### config.mk
export PLATFORM = sky130hd
export DESIGN_NAME = crc_engine
export DESIGN_NICKNAME = d
export VERILOG_FILES = /design/src/rtl/crc_engine.sv
export SDC_FILE = /design/constraint.sdc
export NUM_CORES = 1
export LEC_CHECK = 0
export CAP_MARGIN = 15
export CORE_MARGIN = 2
export CORE_UTILIZATION = 25
export CTS_CLUSTER_DIAMETER = 60
export CTS_CLUSTER_SIZE = 10
export DETAILED_ROUTE_END_ITERATION = 16
export SYNTH_ARGS = -nofsm -noshare
export SYNTH_HDL_FRONTEND = slang
export SYNTH_SLANG_ARGS = --single-unit
### constraint.sdc
create_clock -name clk -period 2.5 [get_ports clk]
set_input_delay 0.25 -clock clk [delete_from_list [all_inputs] [get_ports clk]]
set_output_delay 0.25 -clock clk [all_outputs]
set_load 0.01 [all_outputs]
### src/rtl/crc_engine.sv
// Parameterised bit-serial CRC engine: one message byte per transfer, one bit per clock.
// Frames are delimited by in_first/in_last; the finished CRC is held until the consumer takes it.
module crc_engine #(
   parameter int unsigned WIDTH  = 32,
   parameter logic [31:0] POLY   = 32'h04C11DB7,
   parameter logic [31:0] INIT   = 32'hFFFFFFFF,
   parameter bit          REFIN  = 1'b1,
   parameter bit          REFOUT = 1'b1,
   parameter logic [31:0] XOROUT = 32'hFFFFFFFF
) (
   input  logic             clk,
   input  logic             rst,
   input  logic [7:0]       in_data,
   input  logic             in_first,
   input  logic             in_last,
   input  logic             in_valid,
   output logic             in_ready,
   output logic [WIDTH-1:0] crc_value,
   output logic             crc_valid,
   input  logic             crc_ready
);

   typedef enum logic [1:0] {IDLE, SHIFT, DONE} state_t;

   localparam logic [WIDTH-1:0] C_POLY   = POLY[WIDTH-1:0];
   localparam logic [WIDTH-1:0] C_INIT   = INIT[WIDTH-1:0];
   localparam logic [WIDTH-1:0] C_XOROUT = XOROUT[WIDTH-1:0];

   state_t           r_state;
   state_t           w_state_nxt;
   logic [2:0]       r_cnt;
   logic [7:0]       r_byte;
   logic             r_last;
   logic [WIDTH-1:0] r_crc;
   logic [WIDTH-1:0] r_crc_value;
   logic             r_crc_valid;

   logic             w_bit;
   logic             w_fb;
   logic [WIDTH-1:0] w_step;

   function automatic logic [WIDTH-1:0] f_finish(input logic [WIDTH-1:0] v);
      logic [WIDTH-1:0] rev;
      rev = '0;
      for (int unsigned i = 0; i < WIDTH; i++) begin
         rev[i] = v[WIDTH-1-i];
      end
      return (REFOUT ? rev : v) ^ C_XOROUT;
   endfunction

   // ~r_cnt walks bit 7 down to bit 0 for MSB-first input
   assign w_bit  = REFIN ? r_byte[r_cnt] : r_byte[~r_cnt];
   assign w_fb   = r_crc[WIDTH-1] ^ w_bit;
   assign w_step = {r_crc[WIDTH-2:0], 1'b0} ^ (w_fb ? C_POLY : '0);

   always_comb begin
      w_state_nxt = r_state;
      unique case (r_state)
         IDLE:    if (in_valid)          w_state_nxt = SHIFT;
         SHIFT:   if (r_cnt == 3'd7)     w_state_nxt = r_last ? DONE : IDLE;
         DONE:    if (crc_ready)         w_state_nxt = IDLE;
         default:                        w_state_nxt = IDLE;
      endcase
   end

   always_ff @(posedge clk) begin
      if (rst) r_state <= IDLE;
      else     r_state <= w_state_nxt;
   end

   always_ff @(posedge clk) begin
      if (rst) begin
         r_cnt       <= '0;
         r_byte      <= '0;
         r_last      <= 1'b0;
         r_crc       <= C_INIT;
         r_crc_value <= '0;
         r_crc_valid <= 1'b0;
      end else begin
         unique case (r_state)
            IDLE: begin
               if (in_valid) begin
                  r_byte <= in_data;
                  r_last <= in_last;
                  r_cnt  <= '0;
                  if (in_first) r_crc <= C_INIT;
               end
            end
            SHIFT: begin
               r_crc <= w_step;
               r_cnt <= r_cnt + 3'd1;
               // result is formed from the final step so it is ready on DONE entry
               if (r_cnt == 3'd7 && r_last) begin
                  r_crc_value <= f_finish(w_step);
                  r_crc_valid <= 1'b1;
               end
            end
            DONE: begin
               if (crc_ready) r_crc_valid <= 1'b0;
            end
            default: ;
         endcase
      end
   end

   assign in_ready  = (r_state == IDLE);
   assign crc_value = r_crc_value;
   assign crc_valid = r_crc_valid;

endmodule

==> impl_metrics.tcl <==
set metrics [dict create \
    status "complete, no violations" \
    p_sw_uw 651 \
    synth_xor_area_share_pct 3.48 \
    grt_pass1_wl_um 13500 \
    post-route-period-util_pct 79.5 \
    power_uw 2860 \
    start_util_pct 25.5 \
    report.final.slew_viol_count 0 \
    drtAntennaViolNets 0 \
    fin_skew_ns 0.00721 \
    internal_power_uw 2210 \
    clk_latency_ns 0.34 \
    synth_area_per_cell_um2 8.67 \
    n_fill_cell 1417 \
    clk_pin_slew_ns 0.06 \
    yosysTopAreaCell "dfxtp_1" \
    place_inst 610 \
    cp.arrival_ns 2.22 \
    core-area_um2 13800 \
    hold_path_depth 2 \
    area_delta_synth_final_pct 26.0 \
    r2r_slack_ns 0.51 \
    gp_congestion 0.771 \
    multi_input_area_um2 1810 \
    setup_tns_ns 0 \
    finalSetupViolCount 0 \
    crit_fanout 22 \
    grt-ovfl-total 0 \
    synth_top_family_by_area "simple AND/OR/NAND/NOR gates" \
    cts_root_buf "clkbuf_16" \
    wl_per_cell_um 13.1 \
    syn_area_um2 3530 \
    synth.area.mux_share_pct 2.23 \
    synth-main-ff-cell "dfxtp_1" \
    layout.cells.non_filler 626 \
    drt_iter0_drc 128 \
    post-cts-setup-buffer-count 0 \
    worst_r2r_endpoint "crc_value[21]" \
    final_cell_mix "79 x dfxtp_1, 61 x nand2b_1, 50 x nand2_1" \
    antenna_found_initial 0 \
    cap_violations 0 \
    synth_compound_area_share_pct 17.3 \
    clockPowerShare_pct 45.1 \
    power_frac_seq_pct 46.6 \
    critPathRequiredTime_ns 2.74 \
    cts_num_sinks 79 \
    drt_wl_total_um 8200 \
    pwr-share-comb_pct 8.3 \
    worstHoldEndpoint "r_crc[6]" \
    relSlewSlack_pct 32.0 \
    numCtsBuffers 9 \
    power.density_nw_per_um2 644 \
    yosys_warnings 0 \
    hold_class "in2reg" \
    final_core_util_pct 32.1 \
    synth_top_area_share_pct 44.8 \
    fmax_ghz 0.503 \
    final.min_clock_period_ns 1.99 \
    p_sw_share_pct 22.8 \
    synthSimpleGateAreaFrac_pct 27.5 \
    drive_gt1_share_pct 9.64 \
    ys_async_sr_fraction_pct 0 \
    crit_path_end_kind "register" \
    worst-r2r-cell-count 5 \
    rsz0062_at_grt "false" \
    synth-seq-area-share_pct 44.8 \
    synth_cell_types 26 \
    die_w_um 123 \
    postCtsHoldBufs 0 \
    ios 48 \
    register_area_um2 1580 \
    cts_resized 0 \
    htree_num_levels 3 \
    cts_tree "built" \
    gr-usage-all-layers_pct 11.4 \
    grt_pass1_vias 2761 \
    synth_cells 407 \
    peakVddDrop_mv 0.373 \
    cts_buffer_depth 2 \
    row_count 43 \
    layout_commonest_cell "dfxtp_1" \
    nets 457 \
    drc_errors 0 \
    leakage_uw 0.00147 \
    synth-seq-cells 79 \
    worstHoldStart "rst" \
    portBuffers 47 \
    die_area_um2 15100 \
    syn_nets 423 \
    synth_area_leaders "dfxtp_1 45%, nand2b_1 11%, a211oi_1 6.2%, nand2_1 5.3%, a21oi_1 4.3%" \
    hold_violations 0 \
    num_vias 2883 \
    die_height_um 123 \
    tightestPinTransition_ns 1.02 \
    grt_max_degree 65 \
    dr.pass1.iters 4 \
    synth_edf_count 0 \
    vias_per_cell 4.61 \
    r2r-start "r_cnt[0]" \
    critical_path_class "reg2reg" \
    cp-start-kind "register" \
    dp_hpwl_um 5370 \
    synth-adder-area-share_pct 0.709 \
    n_antenna_cell 0 \
]
## worst max-delay path by stage
stage                   from  slack, ns             to
global placement    r_cnt[0]       0.60  crc_value[23]
floorplan           r_cnt[0]       0.71  crc_value[15]
global route        r_cnt[0]       0.40  crc_value[23]
detailed placement  r_cnt[0]       0.48  crc_value[21]
CTS                 r_cnt[0]       0.50  crc_value[20]
finish              r_cnt[0]       0.51  crc_value[21]
## cells by family after synthesis
group	count (synthesis)
buf+inv	32
fa+ha+maj	2
mux	4
simple gates	184
flops	79
xor+xnor	14
compound gates	92
## critical path, stage by stage, from the launching register on
cell	delay, ns
dfxtp_1	0.43
mux4_2	0.58
mux2i_4	0.32
buf_12	0.23
a211oi_1	0.07
nor4_1	0.26
## state kept, by name, summed over array words and instances (netlist names)
| signal | flops |
|---|---|
| r_state | 2 |
| r_cnt | 3 |
| crc_valid | 1 |
| crc_value | 32 |
| r_last | 1 |
| r_byte | 8 |
| r_crc | 32 |
## metal layers
| metal | routed length, um | vias up | GRT usage (%) |
|---|---|---|---|
| met4 | 134 | 0 | 3.30 |
| met3 | 320 | 12 | 3.62 |
| li1 | - | 1482 | - |
| met2 | 4060 | 37 | 19.2 |
| met5 | 0 | - | 0 |
| met1 | 3690 | 1352 | 13.8 |
## power groups by stage
stage               sequential, uW  combinational, uW  clock (uW)
floorplan                     1350                181           0
global placement              1360                236           0
detailed placement            1360                241           0
CTS                           1330                242        1330
global route                  1340                262        1380
finish                        1330                239        1290
## stage by stage
step | cell area, um^2 | hold WS (ns) | setup slack, ns
after global placement | 4150 | 0.450 | 0.596
after detailed placement | 4150 | 0.450 | 0.484
after global routing | 4440 | 0.190 | 0.399
final | 4440 | 0.172 | 0.513
after floorplan | 3530 | 0.386 | 0.712
after CTS | 4440 | 0.167 | 0.495
## cell type report
class / count / area share, %
clock buffer: 12 / 5.55
multi-input combinational: 296 / 40.7
sequential: 79 / 35.6
tap: 180 / 5.07
clock inverter: 4 / 1.01
timing repair buffer: 55 / 12.1
## Yosys cell counts, types with 2 or more instances
cell	n
dfxtp_1	79
nand2b_1	61
nand2_1	50
a21oi_1	30
a211oi_1	29
clkbuf_1	28
nor2_1	23
o22ai_1	18
and2_1	14
or2_2	14
xnor2_1	14
a2bb2oi_1	13
nor4_1	13
nand3_1	4
buf_2	2
buf_6	2
ha_1	2
mux4_2	2
or3b_2	2
Power figures use the tool's default switching activity.
